[src/rtl/matrix_writeback.sv]
// Serialises a packed matrix-multiply result into the register file, one element per
// accepted write, with programmable base register, write order and write-port backpressure.
module matrix_writeback #(
  parameter int DATA_W     = 8,
  parameter int NUM_ELEM   = 4,
  parameter int REG_ADDR_W = 3
) (
  input  logic                         clk,
  input  logic                         reset,
  input  logic                         start,
  input  logic [NUM_ELEM*DATA_W-1:0]   result,
  input  logic [REG_ADDR_W-1:0]        base_reg,
  input  logic                         order,
  input  logic                         wr_ready,
  output logic                         wr_en,
  output logic [REG_ADDR_W-1:0]        wr_addr,
  output logic [DATA_W-1:0]            wr_data,
  output logic                         busy,
  output logic                         done
);

  localparam int CNT_W = (NUM_ELEM > 1) ? $clog2(NUM_ELEM) : 1;
  localparam int SUM_W = ((REG_ADDR_W > CNT_W) ? REG_ADDR_W : CNT_W) + 1;
  localparam logic [CNT_W-1:0] LAST_IDX = CNT_W'(NUM_ELEM - 1);

  typedef enum logic [1:0] {
    ST_IDLE  = 2'd0,
    ST_WRITE = 2'd1,
    ST_DONE  = 2'd2
  } state_t;

  state_t                       state_q;
  logic [NUM_ELEM*DATA_W-1:0]   result_q;
  logic [REG_ADDR_W-1:0]        base_q;
  logic                         order_q;
  logic [CNT_W-1:0]             idx_q;
  logic                         wr_en_q;
  logic [REG_ADDR_W-1:0]        wr_addr_q;
  logic [DATA_W-1:0]            wr_data_q;
  logic                         busy_q;
  logic                         done_q;

  logic [CNT_W-1:0]             first_idx_s;
  logic [CNT_W-1:0]             next_idx_s;
  logic                         last_s;

  function automatic logic [DATA_W-1:0] elem_at(
    input logic [NUM_ELEM*DATA_W-1:0] vec,
    input logic [CNT_W-1:0]           idx
  );
    logic [DATA_W-1:0] e;
    e = '0;
    for (int i = 0; i < NUM_ELEM; i++) begin
      if (idx == CNT_W'(i)) begin
        e = vec[i*DATA_W +: DATA_W];
      end else begin
        e = e;
      end
    end
    return e;
  endfunction

  // Address wraps silently modulo the register-file size.
  function automatic logic [REG_ADDR_W-1:0] addr_of(
    input logic [REG_ADDR_W-1:0] base,
    input logic [CNT_W-1:0]      idx
  );
    return REG_ADDR_W'(SUM_W'(base) + SUM_W'(idx));
  endfunction

  // Index walk: first element from the live order input, successors from the captured order.
  always_comb begin
    first_idx_s = '0;
    next_idx_s  = idx_q;
    last_s      = 1'b0;
    if (order) begin
      first_idx_s = LAST_IDX;
    end else begin
      first_idx_s = '0;
    end
    if (order_q) begin
      next_idx_s = idx_q - CNT_W'(1);
      last_s     = (idx_q == '0);
    end else begin
      next_idx_s = idx_q + CNT_W'(1);
      last_s     = (idx_q == LAST_IDX);
    end
  end

  // Control FSM with registered write-port and status outputs.
  always_ff @(posedge clk or negedge reset) begin
    if (!reset) begin
      state_q   <= ST_IDLE;
      result_q  <= '0;
      base_q    <= '0;
      order_q   <= 1'b0;
      idx_q     <= '0;
      wr_en_q   <= 1'b0;
      wr_addr_q <= '0;
      wr_data_q <= '0;
      busy_q    <= 1'b0;
      done_q    <= 1'b0;
    end else begin
      case (state_q)
        ST_IDLE: begin
          done_q <= 1'b0;
          if (start) begin
            result_q  <= result;
            base_q    <= base_reg;
            order_q   <= order;
            idx_q     <= first_idx_s;
            wr_en_q   <= 1'b1;
            wr_addr_q <= addr_of(base_reg, first_idx_s);
            wr_data_q <= elem_at(result, first_idx_s);
            busy_q    <= 1'b1;
            state_q   <= ST_WRITE;
          end
        end
        ST_WRITE: begin
          if (wr_ready) begin
            if (last_s) begin
              wr_en_q <= 1'b0;
              done_q  <= 1'b1;
              state_q <= ST_DONE;
            end else begin
              idx_q     <= next_idx_s;
              wr_addr_q <= addr_of(base_q, next_idx_s);
              wr_data_q <= elem_at(result_q, next_idx_s);
            end
          end
        end
        ST_DONE: begin
          done_q  <= 1'b0;
          busy_q  <= 1'b0;
          idx_q   <= '0;
          state_q <= ST_IDLE;
        end
        default: begin
          wr_en_q <= 1'b0;
          busy_q  <= 1'b0;
          done_q  <= 1'b0;
          idx_q   <= '0;
          state_q <= ST_IDLE;
        end
      endcase
    end
  end

  assign wr_en   = wr_en_q;
  assign wr_addr = wr_addr_q;
  assign wr_data = wr_data_q;
  assign busy    = busy_q;
  assign done    = done_q;

endmodule

[config.mk]
export PLATFORM = sky130hd
export DESIGN_NAME = matrix_writeback
export DESIGN_NICKNAME = d
export VERILOG_FILES = /design/src/rtl/matrix_writeback.sv
export SDC_FILE = /design/constraint.sdc
export NUM_CORES = 1
export LEC_CHECK = 0
export BUFFER_PORTS_ARGS = -buffer_cell sky130_fd_sc_hd__buf_2
export CAP_MARGIN = 20
export CELL_PAD_IN_SITES_DETAIL_PLACEMENT = 2
export CELL_PAD_IN_SITES_GLOBAL_PLACEMENT = 2
export CORE_ASPECT_RATIO = 0.6
export CORE_MARGIN = 3
export CORE_UTILIZATION = 30
export DETAILED_ROUTE_END_ITERATION = 10
export GPL_TIMING_DRIVEN = 0
export PLACE_DENSITY_LB_ADDON = 0.1
export SETUP_SLACK_MARGIN = 0.3
export SYNTH_ARGS = -nofsm -noshare
export SYNTH_HDL_FRONTEND = slang
export SYNTH_SLANG_ARGS = --single-unit
[constraint.sdc]
create_clock -name clk -period 4.2 [get_ports clk]
set_clock_uncertainty 0.05 [all_clocks]
set_input_delay 0 -clock clk [delete_from_list [all_inputs] [get_ports clk]]
set_output_delay 0 -clock clk [all_outputs]
set_load 0.02 [all_outputs]
# After elaboration in Yosys (flattened, before gate mapping)
# Index checks and enable logic that the tools add are counted.
# W data, S select, Z words.
[word_totals]
regBits = 54
in_bits = 40
[classes]
n_addsub = 4
n_eq_ne = 13
muxes = 35
bitwise_logic = 2
reduce_logical = 12
[ops]
columns = ["cell", "n"]
rows = [
  ["$mux W8", 11],
  ["$mux W2", 8],
  ["$pmux W8 S2", 1],
  ["$eq A2 B2 Y1 const B", 6],
  ["$mux W3", 3],
  ["$logic_not A2 Y1", 4],
  ["$ne A2 B2 Y1 const B", 4],
  ["$pmux W2 S2", 2],
  ["$reduce_and A4 Y1", 2],
  ["$mux W1", 7],
  ["$add A3 B2 Y3", 2],
  ["$eq A2 B1 Y1 const B", 3],
  ["$pmux W3 S2", 1],
  ["$reduce_and A2 Y1", 3],
  ["$reduce_and A3 Y1", 2],
  ["$pmux W1 S3", 1],
  ["$add A2 B1 Y2 const B", 1],
  ["$not A1 Y1", 2],
  ["$pmux W1 S2", 1],
  ["$reduce_bool A2 Y1", 1],
  ["$sub A2 B1 Y2 const B", 1],
]

# Longest topological paths before layout
# Gate-level depths: netlist (run 1).
[logic_depth]
depth_word = 10
mapped_depth = 8

# Least setup slack after synthesis (run 1)
# No wires, ideal clock.
[synth_timing]
kind = "register -> register"
startpoint = "reg idx_q[1]"
endpoint = "reg wr_data_q[1], in the netlist wr_data[1]"
setup_time_ns = 0.125
arrival_ns = 1.911
required_ns = 4.025
slack_ns = 2.114
path_stages_with_launch = 9
period_less_slack_ns = 2.086
path_cell_list = "dfrtp_1 > xor2_1 > inv_1 > ha_1 > or2_2 > clkbuf_1 > a211oi_1 > o32ai_1 > mux2_4"
[synth_between]
elab_chain_len = 10
[synth_lines]
columns = ["element", "line", "rtl"]
rows = [
  ["start: declaration", "36", "logic [CNT_W-1:0] idx_q;"],
  ["start signal: assignment", "111", "idx_q <= first_idx_s;"],
  ["start signal: assignment", "126", "idx_q <= next_idx_s;"],
  ["$add A2 B1 Y2 or $sub A2 B1 Y2 (tied branches)", "85, 82", ""],
  ["$mux W2", "81", "if (order_q) begin"],
  ["$logic_not A2 Y1", "54", "if (idx == CNT_W'(i)) begin"],
  ["$mux W8 (4 in series)", "54", ""],
  ["$mux W8", "121", "if (last_s) begin"],
  ["$mux W8", "120", "if (wr_ready) begin"],
  ["$pmux W8 S2", "104", "case (state_q)"],
  ["end signal: assignment", "114", "wr_data_q <= elem_at(result, first_idx_s);"],
  ["end signal: assignment", "128", "wr_data_q <= elem_at(result_q, next_idx_s);"],
  ["end: declaration", "39", "logic [DATA_W-1:0] wr_data_q;"],
]
# Several ways; a longest one is shown, not always the timed one. The select of a mux whose other input is x is not followed.
# A chain may end at the register's enable or synchronous reset.

# Worst setup path in the final report (run 1)
[layout_timing]
startpoint = "reg idx_q[1]"
endpoint = "reg wr_data_q[0], in the netlist wr_data[0]"
# Same word-level chain as after synthesis.

==> results.txt, run 1 <==
H-tree levels: 2
Antenna diodes: 0
Setup TNS: 0 ns
Top Ports: 54
layout cells sized above 1: 40.1%
first-pass GRT wire length: 13200 um
Clock Latency Late Sink: 0.29 ns
PortBufs: 53
Iteration-0 DRC Markers: 106
crit path max fanout: 10
CP peak stage delay: 0.70 ns
post-layout min period: 2.78 ns
post_cts resized: 0
Cell Rows: 25
Clock Pin Slew Worst Setup and Hold Paths: 0.07 ns
postcts setup bufs: 0
worst-case clock buffer depth: 2
Max Clk Rate: 360 MHz
RR Endpoint: wr_data[0]
Async SR Flop Fraction: 100%
Reg2Reg Depth: 8
RSZ-0062 raised after global routing: false
Area contributors post-synth: dfrtp_1 (51%), mux2_2 (16%), mux2_4 (5.6%), mux2i_1 (3.0%), ha_1 (2.8%)
antenna-violating nets left: 0
peak supply drop: 0.350 mV
Mapped Nets: 251
Slew @ Worst Pin: 0.779 ns
Mean Syn Cell Area: 13.1 um^2
Inserted Clock Buffers: 5
vias in the first global route: 2359
ys flop type: dfrtp_1
Root Buffer: clkbuf_16
Slew headroom: 47.9%
Pleak: 1.64 nW
synthesized flop and latch total: 54
Post-layout nets: 349
Remaining Overflow, GRT: 0
synth unique cells: 38
Reg-to-Reg Start: idx_q[1]
Crit-path slowest cell: nor2b_1
Hold EP: idx_q[1]
critical path capture point type: register
hold_sp: wr_ready
Post-synth EDFFs: 0
cell taking the most area after synthesis: dfrtp_1
largest net degree at the start of global routing: 31
DRT Wirelength: 8250 um
TritonCTS clock tree: done
Data arrival, critical path: 2.96 ns
Ys Warns: 0
initial antenna violation count: 0
CP Class: reg -> reg
status: completed
final setup violation count: 0
WL/cell: 20.1 um
via count of the routed design: 2043
placed cells: 365
post-synth top area share: 50.7%
Area Overhead vs Synth: 35.2%
Cell Pwr Density: 798 nW/um^2
Chip Width: 128 um
DRC: 0
Clock Sinks: 54
Initial Util: 32.3%
DP HPWL: 5790 um
worst path cell trace: xor2_1 -> inv_1 -> ha_1 -> clkbuf_1 -> nor2b_1 -> a221oi_1 -> o22ai_1 -> mux2_4
Final period util: 66.2%
first-pass iteration count of the detailed router: 4
startpoint types: register
cell count after synthesis: 203
Hold Path Class: in -> reg
die area: 10100 um^2
final std cells w/o fill: 410
register area share after synthesis: 50.7%
total core area: 8260 um^2
drt via density: 4.98
max-cap violations: 0
hold path cells: 4
Final Max Tran Viols: 0
Req. time, crit path: 4.38 ns
netlist area before placement: 2670 um^2
GRT Util Overall: 17.1%
final hold violation count: 0
Final GP Congestion: 0.684
R2R setup slack: 1.42 ns
die height: 79.0 um
## metal layers
metal	vias to the layer above	share of wire (%)	GRT usage, %	wire (um)
met5	-	0	0	0
met2	37	44	26.4	3600
met4	0	0.53	2.33	44
met1	1055	53	25.5	4350
met3	6	3.0	3.43	250
li1	945	-	-	-
## layout make-up
type                       count  area, um^2
tap                          108         135
sequential                    54        1350
fill                         869        4650
buffer                        12        62.6
multi-input combinational    127        1210
inverter                      10        37.5
timing repair buffer          91         656
clock inverter                 1        5.00
clock buffer                   7         143
## per-stage QoR
step	setup WS, ns	instance area [um^2]	utilization [%]	hold slack [ns]	total power, mW
final	1.42	3600	43.7	0.0986	2.88
after global placement	1.58	3070	37.1	0.184	2.37
after CTS	1.44	3600	43.7	0.0874	2.91
after floorplan	2.11	2670	-	-0.346	1.97
after global routing	1.25	3600	43.7	0.119	3.10
after detailed placement	1.54	3090	37.4	0.0153	2.42
## cells in the final DEF, fill, tap and decap left out, types with 5 or more instances in the layout
| master | netlist | routed |
|---|---|---|
| clkbuf_16 | 0 | 5 |
| o221ai_1 | 8 | 8 |
| nand2_1 | 5 | 5 |
| inv_1 | 10 | 10 |
| o22ai_1 | 7 | 7 |
| dlygate4sd3_1 | 0 | 37 |
| ha_1 | 6 | 6 |
| dfrtp_1 | 54 | 54 |
| mux2_2 | 37 | 37 |
| mux2_4 | 10 | 10 |
| buf_2 | 7 | 60 |
| mux2i_1 | 8 | 8 |
| a221oi_1 | 7 | 7 |
## timing repair
action,CTS,global route
hold buffers,37,0
hold endpoints to repair,60,0
endpoints found under the setup margin,0,0
## where the power goes
part / switching, mW / internal [mW]
Combinational: 0.782 / 0.721
Sequential: 0.161 / 0.788
Clock: 0.188 / 0.237
Total: 1.13 / 1.75
## critical path, delay by kind of cell (launching register included)
| kind | cells | cell delay (ns) |
|---|---|---|
| buffers and inverters | 2 | 0.39 |
| muxes | 1 | 0.18 |
| DFF | 1 | 0.45 |
| xor gates and xnor gates | 1 | 0.35 |
| and+or+nand+nor | 1 | 0.70 |
| adders and majority gates | 1 | 0.19 |
| AOI/OAI and AO/OA | 2 | 0.40 |
## kinds of logic after synthesis
family                   synth area share (%)
AO/OA/AOI/OAI                            11.0
buffers and inverters                    3.75
multiplexers                             24.3
AND/OR/NAND/NOR                          4.98
flip-flops                               50.7
adder cells (fa/ha/maj)                  4.32
XOR/XNOR                                0.986
## how the worst max path moves through the flow
stage                     startpoint    endpoint  slack (ns)
after floorplan             idx_q[1]  wr_data[1]        2.11
after CTS                   idx_q[1]  wr_data[0]        1.44
after detailed placement    idx_q[1]  wr_data[0]        1.54
after global placement      idx_q[1]  wr_data[0]        1.58
after global routing        idx_q[1]  wr_data[0]        1.25
final                       idx_q[1]  wr_data[0]        1.42
## synthesized netlist by cell type, drive strengths merged (2+ instances only)
cell type and instances:
nor3b 2, buf 8, nor2b 3, a21oi 3
xnor2 2, o221ai 8, a211oi 3, clkbuf 4
nor2 5, o22ai 7, mux2 47, mux2i 8
nand2 5, dfrtp 54, inv 10, a221oi 7
ha 6, o32ai 2, fa 2, o21ai 3
## sequential cells by signal, summed over array words and instances, names as in the netlist
register,flops
result_q,32
order_q,1
idx_q,2
base_q,3
busy,1
wr_en,1
done,1
state_q,2
wr_addr,3
wr_data,8
Power figures use the tool's default switching activity.
==> run 2, diff against run 1 <==
- clock period: 4.2 -> 2.8 ns (I/O delays scaled with it)
==> results.txt, run 2 (synthesized netlist as in run 1, its figures left out) <==
status: completed
Setup TNS: 0 ns (unchanged)
Antenna diodes: 0 (unchanged)
Final Util: 44.0% (+0.35 points)
startpoint types: register
Final Max Tran Viols: 0 (unchanged)
Data arrival, critical path: 2.56 ns (-0.40 ns)
critical path capture point type: register
Pleak: 1.65 nW (+0.97%)
peak supply drop: 0.522 mV (+49%)
DP HPWL: 5790 um (unchanged)
WL/cell: 20.1 um (-0.24%)
post-layout min period: 2.44 ns (-0.343 ns)
Final period util: 87.1% (+21 points)
antenna-violating nets left: 0 (unchanged)
Req. time, crit path: 2.93 ns (-1.45 ns)
total core area: 8260 um^2 (unchanged)
Fill cells: 866 (-0.35%)
Post-layout nets: 351 (+0.57%)
Chip Width: 128 um (unchanged)
die area: 10100 um^2 (unchanged)
PortBufs: 53 (unchanged)
first-pass GRT wire length: 13200 um (about the same)
Cell Rows: 25 (unchanged)
vias in the first global route: 2345 (-0.59%)
Area Overhead vs Synth: 36.3%
DRT Wirelength: 8270 um (+0.24%)
Crit-path slowest cell: dfrtp_1
Initial Util: 32.3% (unchanged)
Root Buffer: clkbuf_16
via count of the routed design: 2051 (+0.39%)
Iteration-0 DRC Markers: 86 (-19%)
max-cap violations: 0 (unchanged)
initial antenna violation count: 0 (unchanged)
Remaining Overflow, GRT: 0 (unchanged)
Top Ports: 54 (unchanged)
Crit path max-delay family: flip-flops
Final GP Congestion: 0.684 (unchanged)
Max Clk Rate: 410 MHz (+14%)
DRC: 0 (unchanged)
final setup violation count: 0 (unchanged)
Cell Pwr Density: 1210 nW/um^2 (+51%)
CP Buf/Inv Count: 2 (unchanged)
Slew @ Worst Pin: 0.678 ns (-0.101 ns)
final hold violation count: 0 (unchanged)
Clock Latency Late Sink: 0.29 ns (about the same)
H-tree levels: 2 (unchanged)
Inserted Clock Buffers: 5 (unchanged)
Setup WS post-layout: 0.363 ns (-1.06 ns)
Slew headroom: 54.4% (+6.4 points)
Clock Sinks: 54 (unchanged)
GRT Util Overall: 17.1% (+0.031 points)
worst path cell trace: xor2_2 -> inv_1 -> ha_1 -> or2_2 -> clkbuf_2 -> a211oi_1 -> o32ai_1 -> mux2_4
TritonCTS clock tree: done
largest net degree at the start of global routing: 31 (unchanged)
Top reg by flops: result_q
commonest cells after routing, fill and taps aside: buf_2 (60), dfrtp_1 (53), mux2_2 (37), dlygate4sd3_1 (37)
Largest register FFs: 32 (unchanged)
layout cells sized above 1: 42.1% (+2.0 points)
crit path max fanout: 8 (-2)
most common cell after layout, fill and taps aside: buf_2
first-pass iteration count of the detailed router: 4 (unchanged)
Hold Path Class: in -> reg
pre-CTS setup slack: 0.141 ns (-1.40 ns)
total power: 4.38 mW (+52%)
RSZ-0062 raised after global routing: true
die height: 79.0 um (unchanged)
drt via density: 4.98 (about the same)
CP peak stage delay: 0.44 ns (-0.26 ns)
worst-case clock buffer depth: 2 (unchanged)
Clock Pin Slew Worst Setup and Hold Paths: 0.07 ns (about the same)
CP Class: reg -> reg
run 2: cell count changes in the layout (fill, tap and decap cells not counted), sizes merged:
cell and change:
buf +2
run 2: worst min-delay path, delay by kind of cell:
| kind | cells | cell delay, ns |
|---|---|---|
| AOI/OAI and AO/OA | 2 | 0.20 |
| buffers and inverters | 1 | 0.10 |
| and+or+nand+nor | 1 | 0.10 |
run 2: worst paths after layout:
| path | start | to | slack [ns] | cells past startpoint |
|---|---|---|---|---|
| worst min-delay path | wr_ready | idx_q[1] | 0.09 | 4 |
| worst min register to register | busy | busy | 0.44 | 1 |
| max in group asynchronous | reset | result_q[4] | 1.89 | 3 |
| worst max-delay path | order_q | wr_data[1] | 0.36 | 8 |
| min in group asynchronous | reset | wr_addr[1] | 0.22 | 2 |
| worst max register to register | order_q | wr_data[1] | 0.36 | 8 |
run 2: layout make-up:
| cell class | count | area [um^2] | area share, % |
|---|---|---|---|
| inverter | 10 | 37.5 | 1.03 |
| buffer | 12 | 65.1 | 1.79 |
| clock inverter | 1 | 5.00 | 0.138 |
| tap | 108 | 135 | 3.72 |
| clock buffer | 7 | 143 | 3.93 |
| sequential | 54 | 1350 | 37.2 |
| timing repair buffer | 93 | 671 | 18.5 |
| multi-input combinational | 127 | 1220 | 33.7 |
run 2: power breakdown:
| group | switching, mW | total, mW | internal [mW] |
|---|---|---|---|
| clock network | 0.284 | 0.640 | 0.356 |
| logic | 1.18 | 2.31 | 1.13 |
| registers | 0.246 | 1.43 | 1.18 |
run 2: per-stage QoR:
| stage | hold slack, ns | area (um^2) | cells |
|---|---|---|---|
| after floorplan | -0.346 | 2670 | 203 |
| after detailed placement | 0.0153 | 3090 | 365 |
| after CTS | 0.0876 | 3620 | 410 |
| final | 0.0940 | 3630 | 412 |
| after global placement | 0.184 | 3070 | 364 |
| after global routing | 0.114 | 3630 | 412 |
run 2: metal layers:
metal	wire [um]	global-route usage [%]	vias to the layer above
li1	-	-	947
met1	4310	25.7	1063
met2	3650	26.7	37
met3	282	3.43	4
met4	22	1.59	0
met5	0	0	-
run 2: what timing repair did:
| action | CTS | global route |
|---|---|---|
| gates resized for setup | 4 | 1 |
| pin swaps | 0 | 1 |
| hold endpoints to repair | 60 | 0 |
| setup buffers | 0 | 2 |
| hold buffers | 37 | 0 |
| endpoints found under the setup margin | 8 | 8 |
